==> src/rtl/bp_me_prefetch_dma_arbiter_if.sv <==
// DMA-side bundle for the prefetch/demand arbiter: packets, fills, writebacks.
// slave is the arbiter's view, master is the surrounding system's view.
interface bp_me_prefetch_dma_arbiter_if #(
    parameter int daddr_width_p   = 32,
    parameter int l2_fill_width_p = 64
);
    logic [daddr_width_p:0]   cache_dma_pkt_i;
    logic                     cache_dma_pkt_v_i;
    logic                     cache_dma_pkt_ready_and_o;
    logic [daddr_width_p-1:0] pf_addr_i;
    logic                     pf_addr_v_i;
    logic                     pf_addr_ready_and_o;
    logic [daddr_width_p:0]   dma_pkt_o;
    logic                     dma_pkt_v_o;
    logic                     dma_pkt_ready_and_i;
    logic [l2_fill_width_p-1:0] dma_data_i;
    logic                     dma_data_v_i;
    logic                     dma_data_ready_and_o;
    logic [l2_fill_width_p-1:0] cache_dma_data_o;
    logic                     cache_dma_data_v_o;
    logic                     cache_dma_data_ready_and_i;
    logic [l2_fill_width_p-1:0] pf_fill_data_o;
    logic [daddr_width_p-1:0] pf_fill_addr_o;
    logic                     pf_fill_v_o;
    logic                     pf_fill_last_o;
    logic                     pf_fill_ready_and_i;
    logic [l2_fill_width_p-1:0] wb_data_i;
    logic                     wb_data_v_i;
    logic                     wb_data_ready_and_o;
    logic [l2_fill_width_p-1:0] dma_wb_data_o;
    logic                     dma_wb_data_v_o;
    logic                     dma_wb_data_ready_and_i;

    modport slave (
        input  cache_dma_pkt_i, cache_dma_pkt_v_i,
        output cache_dma_pkt_ready_and_o,
        input  pf_addr_i, pf_addr_v_i,
        output pf_addr_ready_and_o,
        output dma_pkt_o, dma_pkt_v_o,
        input  dma_pkt_ready_and_i,
        input  dma_data_i, dma_data_v_i,
        output dma_data_ready_and_o,
        output cache_dma_data_o, cache_dma_data_v_o,
        input  cache_dma_data_ready_and_i,
        output pf_fill_data_o, pf_fill_addr_o, pf_fill_v_o, pf_fill_last_o,
        input  pf_fill_ready_and_i,
        input  wb_data_i, wb_data_v_i,
        output wb_data_ready_and_o,
        output dma_wb_data_o, dma_wb_data_v_o,
        input  dma_wb_data_ready_and_i
    );

    modport master (
        output cache_dma_pkt_i, cache_dma_pkt_v_i,
        input  cache_dma_pkt_ready_and_o,
        output pf_addr_i, pf_addr_v_i,
        input  pf_addr_ready_and_o,
        input  dma_pkt_o, dma_pkt_v_o,
        output dma_pkt_ready_and_i,
        output dma_data_i, dma_data_v_i,
        input  dma_data_ready_and_o,
        input  cache_dma_data_o, cache_dma_data_v_o,
        output cache_dma_data_ready_and_i,
        input  pf_fill_data_o, pf_fill_addr_o, pf_fill_v_o, pf_fill_last_o,
        output pf_fill_ready_and_i,
        output wb_data_i, wb_data_v_i,
        input  wb_data_ready_and_o,
        input  dma_wb_data_o, dma_wb_data_v_o,
        output dma_wb_data_ready_and_i
    );
endinterface

==> src/rtl/bp_me_prefetch_dma_arbiter.sv <==
// Merges demand DMA traffic with prefetch block reads and steers fill beats
// back to the cache or the prefetch buffer using an in-order read tracker.
module bp_me_prefetch_dma_arbiter #(
    parameter int daddr_width_p            = 32,
    parameter int l2_data_width_p          = 64,
    parameter int l2_block_size_in_words_p = 8,
    parameter int l2_fill_width_p          = 64,
    parameter int outstanding_els_p        = 4
) (
    input logic clk_i,
    input logic reset_i,
    bp_me_prefetch_dma_arbiter_if.slave bus
);
    localparam int block_bytes_lp = l2_block_size_in_words_p * l2_data_width_p / 8;
    localparam int beats_lp = l2_block_size_in_words_p * l2_data_width_p / l2_fill_width_p;
    localparam int cnt_w_lp = (beats_lp > 1) ? $clog2(beats_lp) : 1;
    localparam int ptr_w_lp = (outstanding_els_p > 1) ? $clog2(outstanding_els_p) : 1;
    localparam int num_w_lp = $clog2(outstanding_els_p + 1);
    localparam logic [daddr_width_p-1:0] off_mask_lp = daddr_width_p'(block_bytes_lp - 1);
    localparam logic [cnt_w_lp-1:0] last_beat_lp = cnt_w_lp'(beats_lp - 1);
    localparam logic [ptr_w_lp-1:0] last_ptr_lp = ptr_w_lp'(outstanding_els_p - 1);

    logic                     trk_pf_r   [outstanding_els_p];
    logic [daddr_width_p-1:0] trk_addr_r [outstanding_els_p];
    logic [ptr_w_lp-1:0]      wptr_r, rptr_r;
    logic [num_w_lp-1:0]      num_r;
    logic [cnt_w_lp-1:0]      beat_r;

    logic                     demand_v, demand_wr, demand_rd_v;
    logic [daddr_width_p-1:0] demand_blk, pf_blk, pkt_addr;
    logic                     full, empty, dup, head_pf;
    logic                     push, pop, beat_fire, beat_last;

    assign demand_v    = bus.cache_dma_pkt_v_i;
    assign demand_wr   = bus.cache_dma_pkt_i[daddr_width_p];
    assign demand_rd_v = demand_v & ~demand_wr;
    assign demand_blk  = bus.cache_dma_pkt_i[daddr_width_p-1:0] & ~off_mask_lp;
    assign pf_blk      = bus.pf_addr_i & ~off_mask_lp;
    assign full        = (num_r == num_w_lp'(outstanding_els_p));
    assign empty       = (num_r == '0);
    assign head_pf     = trk_pf_r[rptr_r];
    assign beat_last   = (beat_r == last_beat_lp);
    // A demand read of the same block makes the prefetch redundant.
    assign dup = bus.pf_addr_v_i & demand_rd_v & (pf_blk == demand_blk);

    always_comb begin
        bus.dma_pkt_o = demand_v ? bus.cache_dma_pkt_i : {1'b0, pf_blk};
        bus.dma_pkt_v_o = 1'b0;
        bus.cache_dma_pkt_ready_and_o = 1'b0;
        bus.pf_addr_ready_and_o = 1'b0;
        bus.dma_data_ready_and_o = 1'b0;
        bus.cache_dma_data_v_o = 1'b0;
        bus.pf_fill_v_o = 1'b0;
        bus.pf_fill_last_o = 1'b0;
        bus.wb_data_ready_and_o = 1'b0;
        bus.dma_wb_data_v_o = 1'b0;
        if (!reset_i) begin
            bus.dma_pkt_v_o = demand_v ? (demand_wr | ~full)
                                       : (bus.pf_addr_v_i & ~full);
            bus.cache_dma_pkt_ready_and_o = bus.dma_pkt_ready_and_i & (demand_wr | ~full);
            bus.pf_addr_ready_and_o = dup | (~demand_v & ~full & bus.dma_pkt_ready_and_i);
            if (!empty) begin
                bus.cache_dma_data_v_o = ~head_pf & bus.dma_data_v_i;
                bus.pf_fill_v_o = head_pf & bus.dma_data_v_i;
                bus.pf_fill_last_o = head_pf & beat_last;
                bus.dma_data_ready_and_o = head_pf ? bus.pf_fill_ready_and_i
                                                   : bus.cache_dma_data_ready_and_i;
            end
            bus.wb_data_ready_and_o = bus.dma_wb_data_ready_and_i;
            bus.dma_wb_data_v_o = bus.wb_data_v_i;
        end
    end

    assign bus.cache_dma_data_o = bus.dma_data_i;
    assign bus.pf_fill_data_o   = bus.dma_data_i;
    assign bus.pf_fill_addr_o   = trk_addr_r[rptr_r];
    assign bus.dma_wb_data_o    = bus.wb_data_i;

    assign pkt_addr  = bus.dma_pkt_o[daddr_width_p-1:0] & ~off_mask_lp;
    assign push      = bus.dma_pkt_v_o & bus.dma_pkt_ready_and_i & ~bus.dma_pkt_o[daddr_width_p];
    assign beat_fire = bus.dma_data_v_i & bus.dma_data_ready_and_o;
    assign pop       = beat_fire & beat_last;

    always_ff @(posedge clk_i) begin
        if (reset_i) begin
            wptr_r <= '0;
            rptr_r <= '0;
            num_r  <= '0;
            beat_r <= '0;
        end else begin
            if (push)
                wptr_r <= (wptr_r == last_ptr_lp) ? '0 : wptr_r + 1'b1;
            if (pop)
                rptr_r <= (rptr_r == last_ptr_lp) ? '0 : rptr_r + 1'b1;
            if (beat_fire)
                beat_r <= beat_last ? '0 : beat_r + 1'b1;
            num_r <= num_r + num_w_lp'(push) - num_w_lp'(pop);
        end
    end

    // Entry payload needs no reset; occupancy is tracked by the pointers.
    always_ff @(posedge clk_i) begin
        if (push) begin
            trk_pf_r[wptr_r]   <= ~demand_v;
            trk_addr_r[wptr_r] <= pkt_addr;
        end
    end

    always_ff @(posedge clk_i) begin
        if (!reset_i)
            assert (!(bus.dma_data_v_i && empty));
    end
endmodule

==> src/flat_wrapper.sv <==
// flat-port wrapper written by rule: the top's interface ports become plain ports
module bp_me_prefetch_dma_arbiter_flat 
#(
    parameter int daddr_width_p            = 32,
    parameter int l2_data_width_p          = 64,
    parameter int l2_block_size_in_words_p = 8,
    parameter int l2_fill_width_p          = 64,
    parameter int outstanding_els_p        = 4
)
  (clk_i, reset_i, bus_cache_dma_pkt_i, bus_cache_dma_pkt_v_i, bus_cache_dma_pkt_ready_and_o, bus_pf_addr_i, bus_pf_addr_v_i, bus_pf_addr_ready_and_o, bus_dma_pkt_o, bus_dma_pkt_v_o, bus_dma_pkt_ready_and_i, bus_dma_data_i, bus_dma_data_v_i, bus_dma_data_ready_and_o, bus_cache_dma_data_o, bus_cache_dma_data_v_o, bus_cache_dma_data_ready_and_i, bus_pf_fill_data_o, bus_pf_fill_addr_o, bus_pf_fill_v_o, bus_pf_fill_last_o, bus_pf_fill_ready_and_i, bus_wb_data_i, bus_wb_data_v_i, bus_wb_data_ready_and_o, bus_dma_wb_data_o, bus_dma_wb_data_v_o, bus_dma_wb_data_ready_and_i);
  bp_me_prefetch_dma_arbiter_if #(.daddr_width_p(daddr_width_p), .l2_fill_width_p(l2_fill_width_p)) bus_i ();
  input logic clk_i;
  input logic reset_i;
  input wire logic [$bits(bus_i.cache_dma_pkt_i)-1:0] bus_cache_dma_pkt_i;
  input wire logic [$bits(bus_i.cache_dma_pkt_v_i)-1:0] bus_cache_dma_pkt_v_i;
  output wire logic [$bits(bus_i.cache_dma_pkt_ready_and_o)-1:0] bus_cache_dma_pkt_ready_and_o;
  input wire logic [$bits(bus_i.pf_addr_i)-1:0] bus_pf_addr_i;
  input wire logic [$bits(bus_i.pf_addr_v_i)-1:0] bus_pf_addr_v_i;
  output wire logic [$bits(bus_i.pf_addr_ready_and_o)-1:0] bus_pf_addr_ready_and_o;
  output wire logic [$bits(bus_i.dma_pkt_o)-1:0] bus_dma_pkt_o;
  output wire logic [$bits(bus_i.dma_pkt_v_o)-1:0] bus_dma_pkt_v_o;
  input wire logic [$bits(bus_i.dma_pkt_ready_and_i)-1:0] bus_dma_pkt_ready_and_i;
  input wire logic [$bits(bus_i.dma_data_i)-1:0] bus_dma_data_i;
  input wire logic [$bits(bus_i.dma_data_v_i)-1:0] bus_dma_data_v_i;
  output wire logic [$bits(bus_i.dma_data_ready_and_o)-1:0] bus_dma_data_ready_and_o;
  output wire logic [$bits(bus_i.cache_dma_data_o)-1:0] bus_cache_dma_data_o;
  output wire logic [$bits(bus_i.cache_dma_data_v_o)-1:0] bus_cache_dma_data_v_o;
  input wire logic [$bits(bus_i.cache_dma_data_ready_and_i)-1:0] bus_cache_dma_data_ready_and_i;
  output wire logic [$bits(bus_i.pf_fill_data_o)-1:0] bus_pf_fill_data_o;
  output wire logic [$bits(bus_i.pf_fill_addr_o)-1:0] bus_pf_fill_addr_o;
  output wire logic [$bits(bus_i.pf_fill_v_o)-1:0] bus_pf_fill_v_o;
  output wire logic [$bits(bus_i.pf_fill_last_o)-1:0] bus_pf_fill_last_o;
  input wire logic [$bits(bus_i.pf_fill_ready_and_i)-1:0] bus_pf_fill_ready_and_i;
  input wire logic [$bits(bus_i.wb_data_i)-1:0] bus_wb_data_i;
  input wire logic [$bits(bus_i.wb_data_v_i)-1:0] bus_wb_data_v_i;
  output wire logic [$bits(bus_i.wb_data_ready_and_o)-1:0] bus_wb_data_ready_and_o;
  output wire logic [$bits(bus_i.dma_wb_data_o)-1:0] bus_dma_wb_data_o;
  output wire logic [$bits(bus_i.dma_wb_data_v_o)-1:0] bus_dma_wb_data_v_o;
  input wire logic [$bits(bus_i.dma_wb_data_ready_and_i)-1:0] bus_dma_wb_data_ready_and_i;
  assign bus_i.cache_dma_pkt_i = bus_cache_dma_pkt_i;
  assign bus_i.cache_dma_pkt_v_i = bus_cache_dma_pkt_v_i;
  assign bus_cache_dma_pkt_ready_and_o = bus_i.cache_dma_pkt_ready_and_o;
  assign bus_i.pf_addr_i = bus_pf_addr_i;
  assign bus_i.pf_addr_v_i = bus_pf_addr_v_i;
  assign bus_pf_addr_ready_and_o = bus_i.pf_addr_ready_and_o;
  assign bus_dma_pkt_o = bus_i.dma_pkt_o;
  assign bus_dma_pkt_v_o = bus_i.dma_pkt_v_o;
  assign bus_i.dma_pkt_ready_and_i = bus_dma_pkt_ready_and_i;
  assign bus_i.dma_data_i = bus_dma_data_i;
  assign bus_i.dma_data_v_i = bus_dma_data_v_i;
  assign bus_dma_data_ready_and_o = bus_i.dma_data_ready_and_o;
  assign bus_cache_dma_data_o = bus_i.cache_dma_data_o;
  assign bus_cache_dma_data_v_o = bus_i.cache_dma_data_v_o;
  assign bus_i.cache_dma_data_ready_and_i = bus_cache_dma_data_ready_and_i;
  assign bus_pf_fill_data_o = bus_i.pf_fill_data_o;
  assign bus_pf_fill_addr_o = bus_i.pf_fill_addr_o;
  assign bus_pf_fill_v_o = bus_i.pf_fill_v_o;
  assign bus_pf_fill_last_o = bus_i.pf_fill_last_o;
  assign bus_i.pf_fill_ready_and_i = bus_pf_fill_ready_and_i;
  assign bus_i.wb_data_i = bus_wb_data_i;
  assign bus_i.wb_data_v_i = bus_wb_data_v_i;
  assign bus_wb_data_ready_and_o = bus_i.wb_data_ready_and_o;
  assign bus_dma_wb_data_o = bus_i.dma_wb_data_o;
  assign bus_dma_wb_data_v_o = bus_i.dma_wb_data_v_o;
  assign bus_i.dma_wb_data_ready_and_i = bus_dma_wb_data_ready_and_i;
  bp_me_prefetch_dma_arbiter #(.daddr_width_p(daddr_width_p), .l2_data_width_p(l2_data_width_p), .l2_block_size_in_words_p(l2_block_size_in_words_p), .l2_fill_width_p(l2_fill_width_p), .outstanding_els_p(outstanding_els_p)) u_core (.clk_i(clk_i), .reset_i(reset_i), .bus(bus_i));
endmodule
==> config.mk <==
export PLATFORM = sky130hd
export DESIGN_NAME = bp_me_prefetch_dma_arbiter_flat
export DESIGN_NICKNAME = d
export VERILOG_FILES = /design/src/rtl/bp_me_prefetch_dma_arbiter_if.sv /design/src/rtl/bp_me_prefetch_dma_arbiter.sv /design/src/flat_wrapper.sv
export SDC_FILE = /design/constraint.sdc
export NUM_CORES = 1
export LEC_CHECK = 0
export CORE_AREA = 2 2 180 182
export DETAILED_ROUTE_END_ITERATION = 6
export DIE_AREA = 0 0 182 184
export PLACE_DENSITY = 0.52
export SYNTH_ARGS = -nofsm -noshare
export SYNTH_HDL_FRONTEND = slang
export SYNTH_SLANG_ARGS = --single-unit
==> constraint.sdc <==
create_clock -name clk_i -period 3.3 [get_ports clk_i]
set_clock_uncertainty 0.2 [all_clocks]
set_input_delay 0.66 -clock clk_i [delete_from_list [all_inputs] [get_ports clk_i]]
set_output_delay 0.66 -clock clk_i [all_outputs]
set_load 0.1 [all_outputs]
==> flow_metrics.tcl <==
set metrics [dict create \
    outcome "complete, no violations" \
    floorplan.die.width_um 182 \
    clkSinkCount 120 \
    endpoint_kind "output port" \
    synth_area_leader_cell "edfxtp_1" \
    grt_antenna_before_repair 0 \
    synth_top_area_share_pct 47.83 \
    area_growth_pct 26.22 \
    min_period_ns 3.213 \
    seq_power_share_pct 38.9 \
    placed_cell_area_um2 7980 \
    tightest_slew_ns 0.6975 \
    cp.arrival_ns 2.35 \
    overflow 0 \
    dieHeight_um 184 \
    drt_pre_antenna_iters 4 \
    switching_share_pct 29.88 \
    diodes 0 \
    cts_hold_buf 0 \
    slew_headroom_pct 53.14 \
    num_vias 3456 \
    clkPwrFrac_pct 40.8 \
    start_util_pct 21.60 \
    synth.avg_cell_area_um2 13.64 \
    fin_util_pct 27.26 \
    tns_ns 0 \
    endpoint "bus_pf_addr_ready_and_o" \
    rsz0062_at_grt "no" \
    hp-class "flop to flop" \
    synth_edf_count 108 \
    crit_path_start_kind "input port" \
    yosysSeqAreaShare_pct 51.37 \
    grt_start_max_net_pins 27 \
    fin_cells 881 \
    wl_mm 17.47 \
    final_max_slew_viol_count 0 \
    drc 0 \
    r2r-start "u_core.trk_pf_r[3]" \
    htree_levels 4 \
    numCtsBuffers 17 \
    cts_root_buf "clkbuf_16" \
    placed_cells 849 \
    grtUsageTotal_pct 10.37 \
    p_leak_nw 2.952 \
    reg2reg_to "u_core.num_r[2]" \
    synthFlopType "edfxtp_1" \
    cp.required_ns 2.44 \
    cts_tree "yes" \
    syn_inst 497 \
    clockBufferDepth 2 \
    cts_setup_buffers 0 \
    total_power_mw 4.368 \
    p_sw_mw 1.305 \
    crit_type "input port to output port" \
    vias_per_cell 3.923 \
    clock_latency_ns 0.40 \
    antenna_left 0 \
    comb_power_share_pct 20.3 \
    ios 469 \
    whs_ns 0.2982 \
    drv_cap 0 \
    max_clock_freq_mhz 311.2 \
    drive_gt1_share_pct 39.25 \
    reg2regPathDepth 9 \
    layout_commonest_cell "edfxtp_1" \
    num_rows 65 \
    clk_pin_slew_worst_paths_ns 0.06 \
    grt_pass1_vias 3847 \
    r2r_setup_slack_ns 0.37 \
    die-area_um2 33490 \
    hold_viol 0 \
    ir_worst_vdd_mv 0.2815 \
    post-place-ws_ns -0.01522 \
    netlist_area_um2 6780 \
    final_nets 679 \
    p_int_mw 3.063 \
    async_flop_share_pct 0 \
    ys_types 37 \
    crit_start "bus_pf_addr_i[9]" \
    routabilityCongestion 0.6731 \
    dp_hpwl_mm 13.29 \
    port_buffers 136 \
    p_per_area_nw_per_um2 510.4 \
    grt_pass1_wl_mm 24.81 \
    layout_setup_ws_ns 0.08698 \
    finalCritPeriodShare_pct 97.36 \
    wl_per_cell_um 19.83 \
    core_um2 31390 \
    ys_warn_count 0 \
    synth_area_leaders "edfxtp_1, buf_4, mux4_2" \
    critPathMaxFanout 2 \
    dr.first_iter.drc_count 157 \
    setup_viol 0 \
    postLayoutCellArea_um2 8558 \
    ys_ff_latch 120 \
    final_cell_mix "edfxtp_1, buf_12, clkdlybuf4s50_1" \
]
logic make-up (layout without fill, tap and decap cells):
kind of cell	after synthesis	in the layout	synth area share [%]
buffers and inverters	217	194	23.14
DFF	120	120	51.37
muxes	58	58	14.34
and+or+nand+nor	53	53	4.779
xor gates and xnor gates	28	28	3.617
adders and majority gates	10	10	1.956
AOI/OAI and AO/OA	10	10	0.7382
other	1	6	0.05531
cells in the mapped netlist (all sizes together), types with 4 or more instances:
master and n:
nor2b 5, mux2 28, a21oi 4, mux4 27, buf 203, inv 7
o21ai 6, clkbuf 7, nor2 9, dfxtp 12, and2 12, nand3 4
nor4 7, xor2 26, edfxtp 108, ha 9
critical path: stages:
cell and delay (ns):
clkdlybuf4s50_1 0.45, xor2_1 0.24, nor3_2 0.31, buf_4 0.19, nand3_1 0.10, o21ai_2 0.20
buf_12 0.19
sequential cells by signal (all words and copies together) (netlist names), named ones only:
| signal | cells |
|---|---|
| u_core.trk_pf_r | 4 |
| u_core.num_r | 3 |
| u_core.beat_r | 3 |
| u_core.wptr_r | 2 |
| u_core.rptr_r | 2 |
| u_core.trk_addr_r | 104 |
power groups by stage:
stage | sequential [mW] | clock, mW | combinational, mW
final | 1.70 | 1.78 | 0.888
after global routing | 1.70 | 1.93 | 0.923
after CTS | 1.70 | 1.85 | 0.899
after detailed placement | 1.73 | 0 | 0.894
after global placement | 1.73 | 0 | 0.885
after floorplan | 1.73 | 0 | 1.61
layout make-up:
class	instances	area, µm²
inverters	7	26.28
clock buffers	17	425.4
multi-input cells	165	1784
repair buffers	155	2192
flip-flops and latches	120	3486
fillers	3171	22830
clock inverters	15	141.4
well taps	402	503.0
timing repair:
action	in CTS	in global routing
setup endpoints to repair	1	0
hold endpoints to repair	0	0
gates resized for setup	2	0
layer usage:
layer	share of wire [%]	track usage, %
met5	0	0
met4	3.0	4.871
met3	8.8	4.180
met2	52	18.44
met1	36	10.67
worst min-delay path by stage:
stage,start,end,slack [ns],cells after the start
2_1_floorplan,u_core.beat_r[1],u_core.beat_r[1],0.26,2
3_3_place_gp,u_core.beat_r[1],u_core.beat_r[1],0.27,2
3_5_place_dp,u_core.beat_r[2],u_core.beat_r[2],0.29,2
4_1_cts,u_core.beat_r[2],u_core.beat_r[2],0.30,2
5_1_grt,u_core.beat_r[2],u_core.beat_r[2],0.32,2
6_report,u_core.beat_r[2],u_core.beat_r[2],0.30,2
(Power assumes the default switching activity.)
